## config.mk

```make
export PLATFORM = sky130hd
export DESIGN_NAME = irq_ctrl
export DESIGN_NICKNAME = d
export VERILOG_FILES = /design/src/rtl/irq_ctrl.sv
export SDC_FILE = /design/constraint.sdc
export NUM_CORES = 1
export LEC_CHECK = 0
export ABC_AREA = 0
export CAP_MARGIN = 40
export CORE_MARGIN = 2
export CORE_UTILIZATION = 43
export CTS_CLUSTER_DIAMETER = 200
export DETAILED_ROUTE_END_ITERATION = 10
export PLACE_DENSITY = 0.8
export SLEW_MARGIN = 20
export SYNTH_ARGS = -nofsm -noshare
export SYNTH_HDL_FRONTEND = slang
export SYNTH_SLANG_ARGS = --single-unit
```

## constraint.sdc

```tcl
create_clock -name CLK_I -period 1.8 [get_ports CLK_I]
set_input_delay 0.18 -clock CLK_I [delete_from_list [all_inputs] [get_ports CLK_I]]
set_output_delay 0.18 -clock CLK_I [all_outputs]
set_load 0.01 [all_outputs]
```

## src/rtl/irq_ctrl.sv

```systemverilog
// ----------------------------------------------------------------------------
// irq_ctrl : masks/latches NUM_SRC device interrupts, fixed priority to CPU
//            with a claim / end-of-interrupt handshake over the device bus.
// Revision : 1.0
// ----------------------------------------------------------------------------
`default_nettype none

module irq_ctrl #(
  parameter int NUM_SRC = 6,
  parameter int ID_W    = 3
) (
  input  logic               CLK_I,
  input  logic               RST_I,
  input  logic               STB_I,
  input  logic               WE_I,
  input  logic [1:0]         ADD_I,
  input  logic [31:0]        DAT_I,
  output logic [31:0]        DAT_O,
  input  logic [NUM_SRC-1:0] SRC_I,
  output logic               IRQ,
  output logic [ID_W-1:0]    IRQ_ID
);

  localparam logic [1:0] c_ADDR_MASK  = 2'd0;
  localparam logic [1:0] c_ADDR_PEND  = 2'd1;
  localparam logic [1:0] c_ADDR_EDGE  = 2'd2;
  localparam logic [1:0] c_ADDR_CLAIM = 2'd3;

  typedef enum logic [1:0] {
    S_IDLE    = 2'd0,
    S_ACTIVE  = 2'd1,
    S_SERVICE = 2'd2
  } state_t;

  state_t             r_state;
  logic [NUM_SRC-1:0] r_mask;
  logic [NUM_SRC-1:0] r_edge_sel;
  logic [NUM_SRC-1:0] r_pending;
  logic [NUM_SRC-1:0] r_src_d;
  logic [ID_W-1:0]    r_served_id;
  logic               r_irq;
  logic [ID_W-1:0]    r_irq_id;

  logic [NUM_SRC-1:0] w_active;
  logic               w_any_active;
  logic [ID_W-1:0]    w_winner;
  logic               w_wr;
  logic               w_wr_mask;
  logic               w_wr_pend;
  logic               w_wr_edge;
  logic               w_claim;
  logic               w_eoi;
  logic [NUM_SRC-1:0] w_wdata;
  logic [NUM_SRC-1:0] w_rise;
  logic [NUM_SRC-1:0] w_es_chg;
  logic [NUM_SRC-1:0] w_clr;
  logic [NUM_SRC-1:0] w_pending_nxt;
  logic               w_unused_dat;

  assign w_wdata      = DAT_I[NUM_SRC-1:0];
  assign w_unused_dat = &{1'b0, DAT_I};

  assign w_active     = r_pending & r_mask;
  assign w_any_active = |w_active;

  // Scan high-to-low so the lowest set index is the one left standing.
  always_comb begin
    w_winner = '0;
    for (int i = NUM_SRC - 1; i >= 0; i--) begin
      if (w_active[i]) w_winner = ID_W'(i);
    end
  end

  assign w_wr      = STB_I & WE_I;
  assign w_wr_mask = w_wr & (ADD_I == c_ADDR_MASK);
  assign w_wr_pend = w_wr & (ADD_I == c_ADDR_PEND);
  assign w_wr_edge = w_wr & (ADD_I == c_ADDR_EDGE);
  assign w_claim   = STB_I & ~WE_I & (ADD_I == c_ADDR_CLAIM)
                   & (r_state == S_ACTIVE) & w_any_active;
  assign w_eoi     = w_wr & (ADD_I == c_ADDR_CLAIM) & (r_state == S_SERVICE)
                   & (DAT_I[ID_W-1:0] == r_served_id);

  assign w_rise   = SRC_I & ~r_src_d;
  assign w_es_chg = w_wr_edge ? (w_wdata ^ r_edge_sel) : '0;
  assign w_clr    = (w_wr_pend ? w_wdata : '0)
                  | (w_claim ? (NUM_SRC'(1) << w_winner) : '0);

  // A new rising edge outranks any clear landing on the same clock.
  always_comb begin
    w_pending_nxt = '0;
    for (int i = 0; i < NUM_SRC; i++) begin
      if (w_es_chg[i])
        w_pending_nxt[i] = 1'b0;
      else if (!r_edge_sel[i])
        w_pending_nxt[i] = SRC_I[i];
      else
        w_pending_nxt[i] = w_rise[i] | (r_pending[i] & ~w_clr[i]);
    end
  end

  always_comb begin
    DAT_O = '0;
    case (ADD_I)
      c_ADDR_MASK:  DAT_O = {{(32-NUM_SRC){1'b0}}, r_mask};
      c_ADDR_PEND:  DAT_O = {{(32-NUM_SRC){1'b0}}, r_pending};
      c_ADDR_EDGE:  DAT_O = {{(32-NUM_SRC){1'b0}}, r_edge_sel};
      c_ADDR_CLAIM: begin
        if ((r_state == S_ACTIVE) && w_any_active)
          DAT_O = {1'b1, {(31-ID_W){1'b0}}, w_winner};
      end
      default:      DAT_O = '0;
    endcase
  end

  always_ff @(posedge CLK_I or negedge RST_I) begin
    if (!RST_I) begin
      r_mask     <= '0;
      r_edge_sel <= '0;
      r_pending  <= '0;
      r_src_d    <= '0;
    end else begin
      r_src_d   <= SRC_I;
      r_pending <= w_pending_nxt;
      if (w_wr_mask) r_mask     <= w_wdata;
      if (w_wr_edge) r_edge_sel <= w_wdata;
    end
  end

  // IRQ/IRQ_ID are written alongside the state so they follow next-state.
  always_ff @(posedge CLK_I or negedge RST_I) begin
    if (!RST_I) begin
      r_state     <= S_IDLE;
      r_served_id <= '0;
      r_irq       <= 1'b0;
      r_irq_id    <= '0;
    end else begin
      case (r_state)
        S_IDLE: begin
          if (w_any_active) begin
            r_state  <= S_ACTIVE;
            r_irq    <= 1'b1;
            r_irq_id <= w_winner;
          end else begin
            r_irq    <= 1'b0;
            r_irq_id <= '0;
          end
        end
        S_ACTIVE: begin
          if (!w_any_active) begin
            r_state  <= S_IDLE;
            r_irq    <= 1'b0;
            r_irq_id <= '0;
          end else if (w_claim) begin
            r_state     <= S_SERVICE;
            r_served_id <= w_winner;
            r_irq       <= 1'b0;
            r_irq_id    <= '0;
          end else begin
            r_irq    <= 1'b1;
            r_irq_id <= w_winner;
          end
        end
        S_SERVICE: begin
          r_irq    <= 1'b0;
          r_irq_id <= '0;
          if (w_eoi) r_state <= S_IDLE;
        end
        default: begin
          r_state  <= S_IDLE;
          r_irq    <= 1'b0;
          r_irq_id <= '0;
        end
      endcase
    end
  end

  assign IRQ    = r_irq;
  assign IRQ_ID = r_irq_id;

endmodule

`default_nettype wire

```

==> results.md, run 1 <==
- HP Class: in2async
- Drt first pass iters: 4
- Yosys reg bits: 33
- # diodes: 0
- Gp weighted congestion: around 0.88
- Share of flip-flops with an asynchronous set or reset: 100.0%
- Cell Area, Placed: roughly 2400 sq um
- CP max stage delay: 0.39 ns
- Netlist cell types: 50
- Chip Height: 71.63 microns
- Share of layout cells above drive strength 1: about a quarter
- Tot GR Track Use: just over 20%
- PwrDens: 955.2 nW/um^2
- WL final: between 4000 and 5000 microns
- IO Port Bufs: 28
- Max-cap violations: 0
- Die area: just over 5000 sq um
- RSZ-0062 raised after global routing: true
- Cell Int Power: between 1.5 and 2 mW
- Yosys top cell by area: dfrtp_1
- Most used cell, CP: a41oi_2
- Failing checks: negative setup slack
- Nets: around 320
- Mapped Cells: 211
- Crit. End Element: output pin
- Outcome: finished with violations
- Clock root buffer: clkbuf_8
- Row count: 24
- Worst path cell trace: nand4b_1 -> buf_4 -> a41oi_2 -> a41oi_2 -> nor2_1 -> buf_2
- Prevailing post-synth register cell: dfrtp_1
- Crit Path Max Fanout: 2
- Clock Sink Count: 33
- Detailed Route Iter0 Violations: ~140
- CTS Buf Count: 5
- Fin util: between 50% and 60%
- Yosys top cell area share: a little over two fifths
- Pins Over Slew Limit: 0
- Global-route wire length before repair: 7845 microns
- Post-Syn Area: just under 2000 sq um
- Top post-synthesis cells by area: dfrtp_1 42%, buf_4 9.5%, nand2_1 7.4%
- Clk_lat worst skew: around 0.29 ns
- Most common cell in the netlist: nand2_1
- CP endpoint: DAT_O[0]
- Maximum clock frequency: 529.8 MHz
- Pin count of the biggest net entering global routing: 34
- Flop2flop setup slack: approximately 0.13 ns
- Global route overflow: 0
- Die Wd: 71.63 microns
- CTS tree: built
- Synth top cells by count: 39 x nand2_1, 33 x dfrtp_1, 25 x buf_4
- Synth warn: 0
- Seq/Total Area, Yosys: between 40% and 50%
- CTS H-Tree Depth: 2
- Vias per inst: approximately 5.4
- Worst Reg2Reg Path Length in Cells: 6
- Gate power share: a little over a third
- Switching Share: between 30% and 40%
- Tmin final: ~1.9 ns
- Syn-to-layout area delta: 30.41%
- RR Startpoint: r_state[1]
- CP max stage cell: dfrtp_1
- Clk pin slew, worst setup/hold paths: roughly 0.07 ns
- Critical path class: reg2out
- Core Area: about 4400 sq um
- Final worst setup slack: -0.08751 ns
- DR WL/cell: 15.00 microns
- Final hold violation count: 0
- DRC errors left: 0
- Top-level I/O count: 80
- Detail Placement HPWL: ~3500 microns
- Peak VDD IR: approximately 0.5 mV
- Post-synth EDFFs: 0
- P_sw: around 0.83 mW
- Final Cycle Share: 104.9%
- Vias: between 1,500 and 2,000
- Vias in the first global route: 1,651
- Setup Viol. Count Final: 1
- Post-route cell area: 2565 sq um
- Clock share of power: between 20 and 25%
- Initial core utilization: between 40 and 50%
- Critical path origin: r_state[1]
- FF-to-FF End: r_pending[2]
- Setup Skew: 0.006234 ns
- Worst EP required: around 1.6 ns
- # hold bufs at CTS: 0
- Startpoint Class: register
- Post-route ant nets: 0
- CP Data Arrival Time: 1.71 ns
- Part of the power in registers: a little over two fifths
- Syn Area/Cell: 9.322 sq um
- Antenna violations before repair: 0
- Design Power: ~2.5 mW
- CTS max path bufs: 2
- LEAKAGE: about 1.2 nW
## layout by cell type, fill, tap and decap left out, drive strengths merged, types with 3 or more instances in the layout
| cell type | n |
|---|---|
| a21boi | 4 |
| a21oi | 8 |
| a22oi | 3 |
| a311oi | 3 |
| a41oi | 3 |
| and2 | 3 |
| and4b | 3 |
| buf | 38 |
| clkbuf | 7 |
| clkdlybuf4s50 | 21 |
| conb | 25 |
| dfrtp | 33 |
| dlygate4sd2 | 3 |
| inv | 4 |
| mux2 | 7 |
| mux2i | 3 |
| nand2 | 39 |
| nand2b | 5 |
| nand3 | 3 |
| nand4b | 3 |
| nor2 | 9 |
| nor2b | 5 |
| nor3 | 6 |
| o21ai | 12 |
| xor2 | 3 |
## cell families after synthesis
family,count (synthesis),synth area share [%]
DFF,33,41.98
buffers and inverters,35,12.28
xor gates and xnor gates,3,1.336
muxes,10,5.725
other,1,0.1907
AOI/OAI and AO/OA,46,16.86
and+or+nand+nor,83,21.63
## power groups by stage
stage	registers [mW]	clock network [mW]	logic [mW]
2_1_floorplan	1.02	0	0.447
4_1_cts	1.01	0.552	0.850
6_report	1.02	0.544	0.886
3_5_place_dp	1.02	0	0.843
5_1_grt	1.04	0.582	0.972
3_3_place_gp	1.02	0	0.818
## registers in the layout, summed over array words and instances, names as in the netlist
signal,cells
r_edge_sel,6
r_mask,6
r_pending,6
r_src_d,6
IRQ_ID,3
r_served_id,3
r_state,2
IRQ,1
## worst min path at each step
stage	from	endpoint	slack, ns
4_1_cts	RST_I	r_edge_sel[2]	0.31
2_1_floorplan	RST_I	IRQ	-0.12
5_1_grt	RST_I	r_src_d[2]	0.34
3_3_place_gp	r_src_d[0]	r_pending[0]	0.43
3_5_place_dp	r_src_d[0]	r_pending[0]	0.43
6_report	RST_I	r_src_d[2]	0.30
## repair_timing
item                                   4_1_cts  5_1_grt
resized for setup                           24        6
pin swaps                                    3        2
setup endpoints to repair                    7        6
setup buffers                                2        4
endpoints found under the hold margin        0        0
## worst max-delay path: cells and delay by family, from the launching register on
kind | cells | cell delay (ns)
AOI/OAI and AO/OA | 2 | 0.29
buffers and inverters | 2 | 0.34
DFF | 1 | 0.39
and+or+nand+nor | 2 | 0.40
## metal layers
metal  vias to the layer above  GRT usage (%)  share of wire, %
met5                         -              0                 0
met4                         0          9.015               2.6
met3                        19          5.767               5.1
met2                        60          32.61                50
met1                       850          25.27                42
li1                        826              -                 -
## per-stage QoR
stage,cells,setup slack [ns],TNS [ns],hold slack (ns)
floorplan,235,0.3171,0,-0.1156
global placement,314,-0.2992,-1.512,0.4260
detailed placement,314,-0.3016,-1.721,0.4260
CTS,324,-0.03771,-0.03771,0.3125
global route,327,-0.1532,-0.1532,0.3417
finish,327,-0.08751,-0.08751,0.3008
## layout make-up
cell class              instances  area [sq um]
clock inverters                 2         10.01
well taps                      52         65.06
inverters                       4         15.01
fillers                       386          1819
multi-input cells             167          1037
flip-flops and latches         33         825.8
clock buffers                   6         72.57
repair buffers                 63         539.3
(Power assumes the default switching activity.)
==> run 2: changes to the inputs <==
--- a/config.mk
+++ b/config.mk
@@ -8,10 +8,10 @@
 export ABC_AREA = 0
 export CAP_MARGIN = 40
 export CORE_MARGIN = 2
-export CORE_UTILIZATION = 43
+export CORE_UTILIZATION = 39
 export CTS_CLUSTER_DIAMETER = 200
 export DETAILED_ROUTE_END_ITERATION = 10
-export PLACE_DENSITY = 0.8
+export PLACE_DENSITY = 0.76
 export SLEW_MARGIN = 20
 export SYNTH_ARGS = -nofsm -noshare
 export SYNTH_HDL_FRONTEND = slang
==> constraint.sdc (replaced) <==
create_clock -name CLK_I -period 1.64 [get_ports CLK_I]
set_input_delay 0.164 -clock CLK_I [delete_from_list [all_inputs] [get_ports CLK_I]]
set_output_delay 0.164 -clock CLK_I [all_outputs]
set_load 0.01 [all_outputs]
==> run 2 against run 1 <==
Effect of this change: the flow still finishes with violations (negative setup slack); total power is 13% higher; setup slack worse by 0.036 ns; global-route usage is 0.55 points lower; hold slack got worse by 0.018 ns; sequential cell count unchanged; core utilization shrank 2.8 points; first-iteration DRC count fell by 39%; via count down 0.57%; critical path depth down 1; combinational power increased by 20%; die area up 9.7%; largest cell class unchanged; highest routed layer unchanged.
==> results.md, run 2 (synthesis gave the netlist of run 1 again) <==
- LEAKAGE: ~1.2 nW
- IO Port Bufs: 28
- Area occupied by multi-input gates: about 1000 sq um
- Antenna violations before repair: 0
- Syn-to-layout area delta: 35.50%
- CP Data Arrival Time: approximately 1.6 ns
- CTS tree: built
- Fillers: between 400 and 500
- Vias in the first global route: around 1,700
- Crit. End Element: output pin
- GRT busiest layer: met2
- Final hold violation count: 0
- Clock Sink Count: 33
- Chip Height: around 75 microns
- Share of layout cells above drive strength 1: between 20% and 30%
- Row count: 25
- Core Area: 4786 sq um
- Critical path origin: r_mask[4]
- Most common library cell in the layout ignoring fill and taps: buf_4
- Tmin final: 1.763 ns
- CTS max path bufs: 2
- Failing checks: negative setup slack
- Grt met1 use: between 20 and 25%
- Critical path class: reg2out
- Maximum clock frequency: around 570 MHz
- Worst EP required: ~1.5 ns
- Register area: 825.8 sq um
- CTS Buf Count: 5
- Vias per inst: between 4 and 5
- Crit Path Max Fanout: 4
- Met2 Use GR: between 30% and 40%
- Final worst setup slack: -0.1231 ns
- Most frequent cells in the layout: 45 x buf_4, 38 x nand2_1, 33 x dfrtp_1
- Peak VDD IR: around 0.45 mV
- Setup Skew: 0.006444 ns
- Detailed Route Iter0 Violations: between 80 and 90
- WL final: slightly below 5000 microns
- Met3 Usage GRT: roughly 5.5%
- Startpoint Class: register
- Die area: 5627 sq um
- Initial core utilization: roughly two fifths
- Tot GR Track Use: about 20%
- Final Cycle Share: 107.5%
- Setup Viol. Count Final: 3
- TNS Setup: -0.2748 ns
- Design Power: around 2.8 mW
- Clk_lat worst skew: 0.30 ns
- Clk pin slew, worst setup/hold paths: about 0.07 ns
- DR WL/cell: ~14 microns
- Post-route ant nets: 0
- Fin util: roughly 56%
- Nets: 330
- DRC errors left: 0
- Drt first pass iters: 4
- Die Wd: 75.02 microns
- HP Class: in2async
- Pin count of the biggest net entering global routing: 34
- Max-cap violations: 0
- Vias: around 1,700
- Global-route wire length before repair: approximately 8200 microns
- # diodes: 0
- RR Startpoint: r_mask[4]
- Global route overflow: 0
- PwrDens: approximately 1000 nW/um^2
- Outcome: finished with violations
- Pins Over Slew Limit: 0
- Gp weighted congestion: 0.8459
- Clock root buffer: clkbuf_8
- RSZ-0062 raised after global routing: true
- CTS H-Tree Depth: 2
- Detail Placement HPWL: ~3600 microns
- Top-level I/O count: 80
## run 2: worst paths after layout
path                             endpoint  slack (ns)  cells after the start
setup / recovery                 DAT_O[0]       -0.12                      5
setup reg to reg           r_served_id[0]        0.07                      5
min in group CLK_I             r_src_d[2]        0.33                      1
hold reg to reg              r_pending[0]        0.45                      1
max in group asynchronous       r_mask[0]        1.05                      2
hold / removal                  IRQ_ID[1]        0.28                      2
## run 2: final cells by class
type / instances / area share, %
Clock buffer: 5 / 2.582
Clock inverter: 3 / 0.6573
Inverter: 4 / 0.5634
Multi-Input combinational cell: 167 / 39.15
Sequential cell: 33 / 30.99
Tap cell: 67 / 3.146
Timing Repair Buffer: 75 / 22.91
## run 2: layer usage
layer	vias to the layer above	routed length, microns
li1	848	-
met1	831	2170
met2	53	2407
met3	13	272
met4	0	117
met5	-	0
## run 2: through the flow
stage	area [sq um]	instances	setup WS (ns)	hold slack (ns)
after floorplan	2057	235	0.1632	-0.1316
after global placement	2487	338	-0.4308	0.4252
after detailed placement	2487	338	-0.4193	0.4461
after CTS	2620	351	-0.06966	0.2931
after global routing	2665	354	-0.2294	0.3154
final	2665	354	-0.1231	0.2824
## run 2: power by group
| group | leakage (nW) | switching (mW) | internal, mW |
|---|---|---|---|
| sequential | 0.406 | 0.121 | 0.980 |
| clock | 0.0439 | 0.320 | 0.293 |
| combinational | 0.772 | 0.499 | 0.563 |
| total | 1.22 | 0.939 | 1.84 |
## run 2: timing repair
item / in CTS / in global routing
pin swaps: 7 / 5
endpoints found under the setup margin: 7 / 8
hold buffers: 0 / 0
resized for setup: 28 / 16
setup buffers: 5 / 4
## run 2: critical path, stage by stage, from the launching register on
cell and delay, ns:
dfrtp_1 0.41, and2_4 0.17, o211ai_1 0.29, a41oi_2 0.16, nor2_2 0.13, buf_2 0.14
==> run 3: changes to the inputs <==
--- a/config.mk
+++ b/config.mk
@@ -11,6 +11,8 @@
 export CORE_UTILIZATION = 39
 export CTS_CLUSTER_DIAMETER = 200
 export DETAILED_ROUTE_END_ITERATION = 10
+export GPL_ROUTABILITY_DRIVEN = 0
+export GPL_TIMING_DRIVEN = 0
 export PLACE_DENSITY = 0.76
 export SLEW_MARGIN = 20
 export SYNTH_ARGS = -nofsm -noshare
==> run 3 against run 2 <==
Effect of this change: the flow still finishes with violations (negative setup slack); setup slack lost 0.12 ns; first-iteration DRC count is 78% higher; critical path type unchanged; critical path depth is 1 higher; maximum frequency shrank 6.3%; hold slack better by 0.048 ns; critical endpoint unchanged; cell count is 0.28% higher.
==> results.md, run 3 (synthesis gave the netlist of run 1 again) <==
- CTS max path bufs: 2
- Global-route wire length before repair: around 8000 microns
- PwrDens: about 1000 nW/um^2
- LEAKAGE: around 1.3 nW
- HP Class: in2async
- Vias per inst: about 5
- Vias: 1,750
- Drt first pass iters: 4
- Place WS: -0.7580 ns
- Share of layout cells above drive strength 1: roughly 29%
- Setup Skew: 0.005083 ns
- Post-route ant nets: 0
- Crit Path Max Fanout: 2
- Final Cycle Share: 114.7%
- Pins Over Slew Limit: 0
- Antenna violations before repair: 0
- Final hold violation count: 0
- Outcome: finished with violations
- WL final: ~4800 microns
- Detailed Route Iter0 Violations: between 100 and 150
- CTS H-Tree Depth: 2
- CTS tree: built
- Startpoint Class: register
- Setup Viol. Count Final: 4
- Vias in the first global route: about 1,700
- Clock root buffer: clkbuf_8
- Clock Sink Count: 33
- Clock share of power: 22.9%
- Hold WS: around 0.33 ns
- Detail Placement HPWL: roughly 3500 microns
- CP Data Arrival Time: between 1.5 and 2 ns
- Final worst setup slack: -0.2409 ns
- Worst slew pin tran: 0.6092 ns
- Core Area: roughly 4800 sq um
- Worst path cell trace: nand4b_1 -> buf_4 -> a41oi_2 -> a41oi_2 -> nor2_1 -> buf_2
- Peak VDD IR: 0.4416 mV
- Maximum clock frequency: 531.7 MHz
- # diodes: 0
- Clk_lat worst skew: 0.29 ns
- Crit. End Element: output pin
- Tmin final: 1.881 ns
- DRC errors left: 0
- Pin count of the biggest net entering global routing: 19
- Die area: around 5600 sq um
- RSZ-0062 raised after global routing: true
- IO Port Bufs: 27
- Most frequent cells in the layout: 42 x buf_4, 39 x nand2_1, 32 x dfrtp_1
- DR WL/cell: roughly 14 microns
- Gate power share: a little over a third
- Part of the power in registers: 42.1%
- Worst path bufs/invs: 2
- Clk pin slew, worst setup/hold paths: 0.07 ns
- Syn-to-layout area delta: 37.28%
- Initial core utilization: between 40% and 50%
- Global route overflow: 0
- Most common library cell in the layout ignoring fill and taps: buf_4
- Max-cap violations: 0
- Die Wd: 75.02 microns
- Row count: 25
- P_sw: about 0.93 mW
- Cell Int Power: 1.764 mW
- CP max stage cell: dfrtp_2
- Slew Limit Headroom: between 50% and 60%
- Failing checks: negative setup slack
- Fillers: 432
- Most used cell, CP: a41oi_2
- Tot GR Track Use: between 10% and 20%
- CTS Buf Count: 5
- Switching Share: 34.57%
- Top-level I/O count: 80
- Worst EP required: 1.48 ns
- Critical path class: reg2out
- CP max stage delay: 0.41 ns
- Largest delay share family, worst path: flip-flops
- Design Power: between 2 and 3 mW
- Chip Height: ~75 microns
- Nets: around 330
==> run 3: cell types whose count changed in the layout (fill, tap and decap cells not counted), moves of 2 or more <==
cell and delta:
clkbuf_2 -2, nor2_2 -2, buf_2 +3, dlygate4sd2_1 +3
buf_4 -3, clkdlybuf4s50_1 -2
==> run 3: worst register-to-register path, cell delays in order, from the launching register on <==
cell and delay, ns:
dfrtp_1 0.41, buf_4 0.15, buf_4 0.12, nand2_1 0.13, o211ai_1 0.16, and3_1 0.25
mux2_4 0.29
==> run 3: final timing paths <==
kind | start | end | slack [ns] | cells past startpoint
setup / recovery | r_state[1] | DAT_O[0] | -0.24 | 6
hold / removal | RST_I | IRQ_ID[1] | 0.33 | 2
setup reg to reg | r_mask[1] | r_served_id[0] | 0.02 | 6
hold reg to reg | r_src_d[0] | r_pending[0] | 0.45 | 1
max in group asynchronous | RST_I | r_state[1] | 0.87 | 3
min in group CLK_I | SRC_I[2] | r_src_d[2] | 0.33 | 1
==> run 3: layout make-up <==
| type | instances | area [sq um] | share of cell area [%] |
|---|---|---|---|
| buffer | 30 | 221.5 | 8.202 |
| clock buffer | 5 | 68.82 | 2.549 |
| clock inverter | 3 | 17.52 | 0.6487 |
| inverter | 4 | 15.01 | 0.5561 |
| multi-input combinational | 167 | 1051 | 38.92 |
| sequential | 33 | 827.0 | 30.63 |
| tap | 67 | 83.83 | 3.105 |
| timing repair buffer | 46 | 415.4 | 15.38 |
==> run 3: what timing repair did <==
action	in CTS	in global routing
pin swaps	9	4
setup endpoints to repair	7	10
resized for setup	32	7
hold buffers	1	0
setup buffers	13	5
cloned	0	0
hold endpoints to repair	15	0
==> run 3: power groups by stage <==
stage / clock network (mW) / registers [mW] / logic, mW
final: 0.617 / 1.13 / 0.944
after global routing: 0.656 / 1.15 / 1.04
after CTS: 0.618 / 1.13 / 0.895
after detailed placement: 0 / 1.15 / 0.787
after global placement: 0 / 1.13 / 0.763
after floorplan: 0 / 1.12 / 0.491
==> run 3: metal layers <==
layer / part of all wire, % / vias to the layer above / wire [microns] / global-route usage [%]
li1: - / 851 / - / -
met1: 45 / 847 / 2168 / 25.13
met2: 49 / 43 / 2370 / 30.80
met3: 4.6 / 9 / 223 / 4.016
met4: 1.4 / 0 / 68 / 5.952
met5: 0 / - / 0 / 0
==> run 3: stage by stage <==
step / cells / cell area, sq um / util [%] / setup TNS [ns]
after floorplan: 235 / 2057 / - / 0
after global placement: 329 / 2411 / 50.38 / -16.93
after detailed placement: 330 / 2434 / 50.85 / -7.192
after CTS: 352 / 2655 / 55.48 / -0.4120
after global routing: 355 / 2700 / 56.42 / -0.8812
final: 355 / 2700 / 56.42 / -0.5185
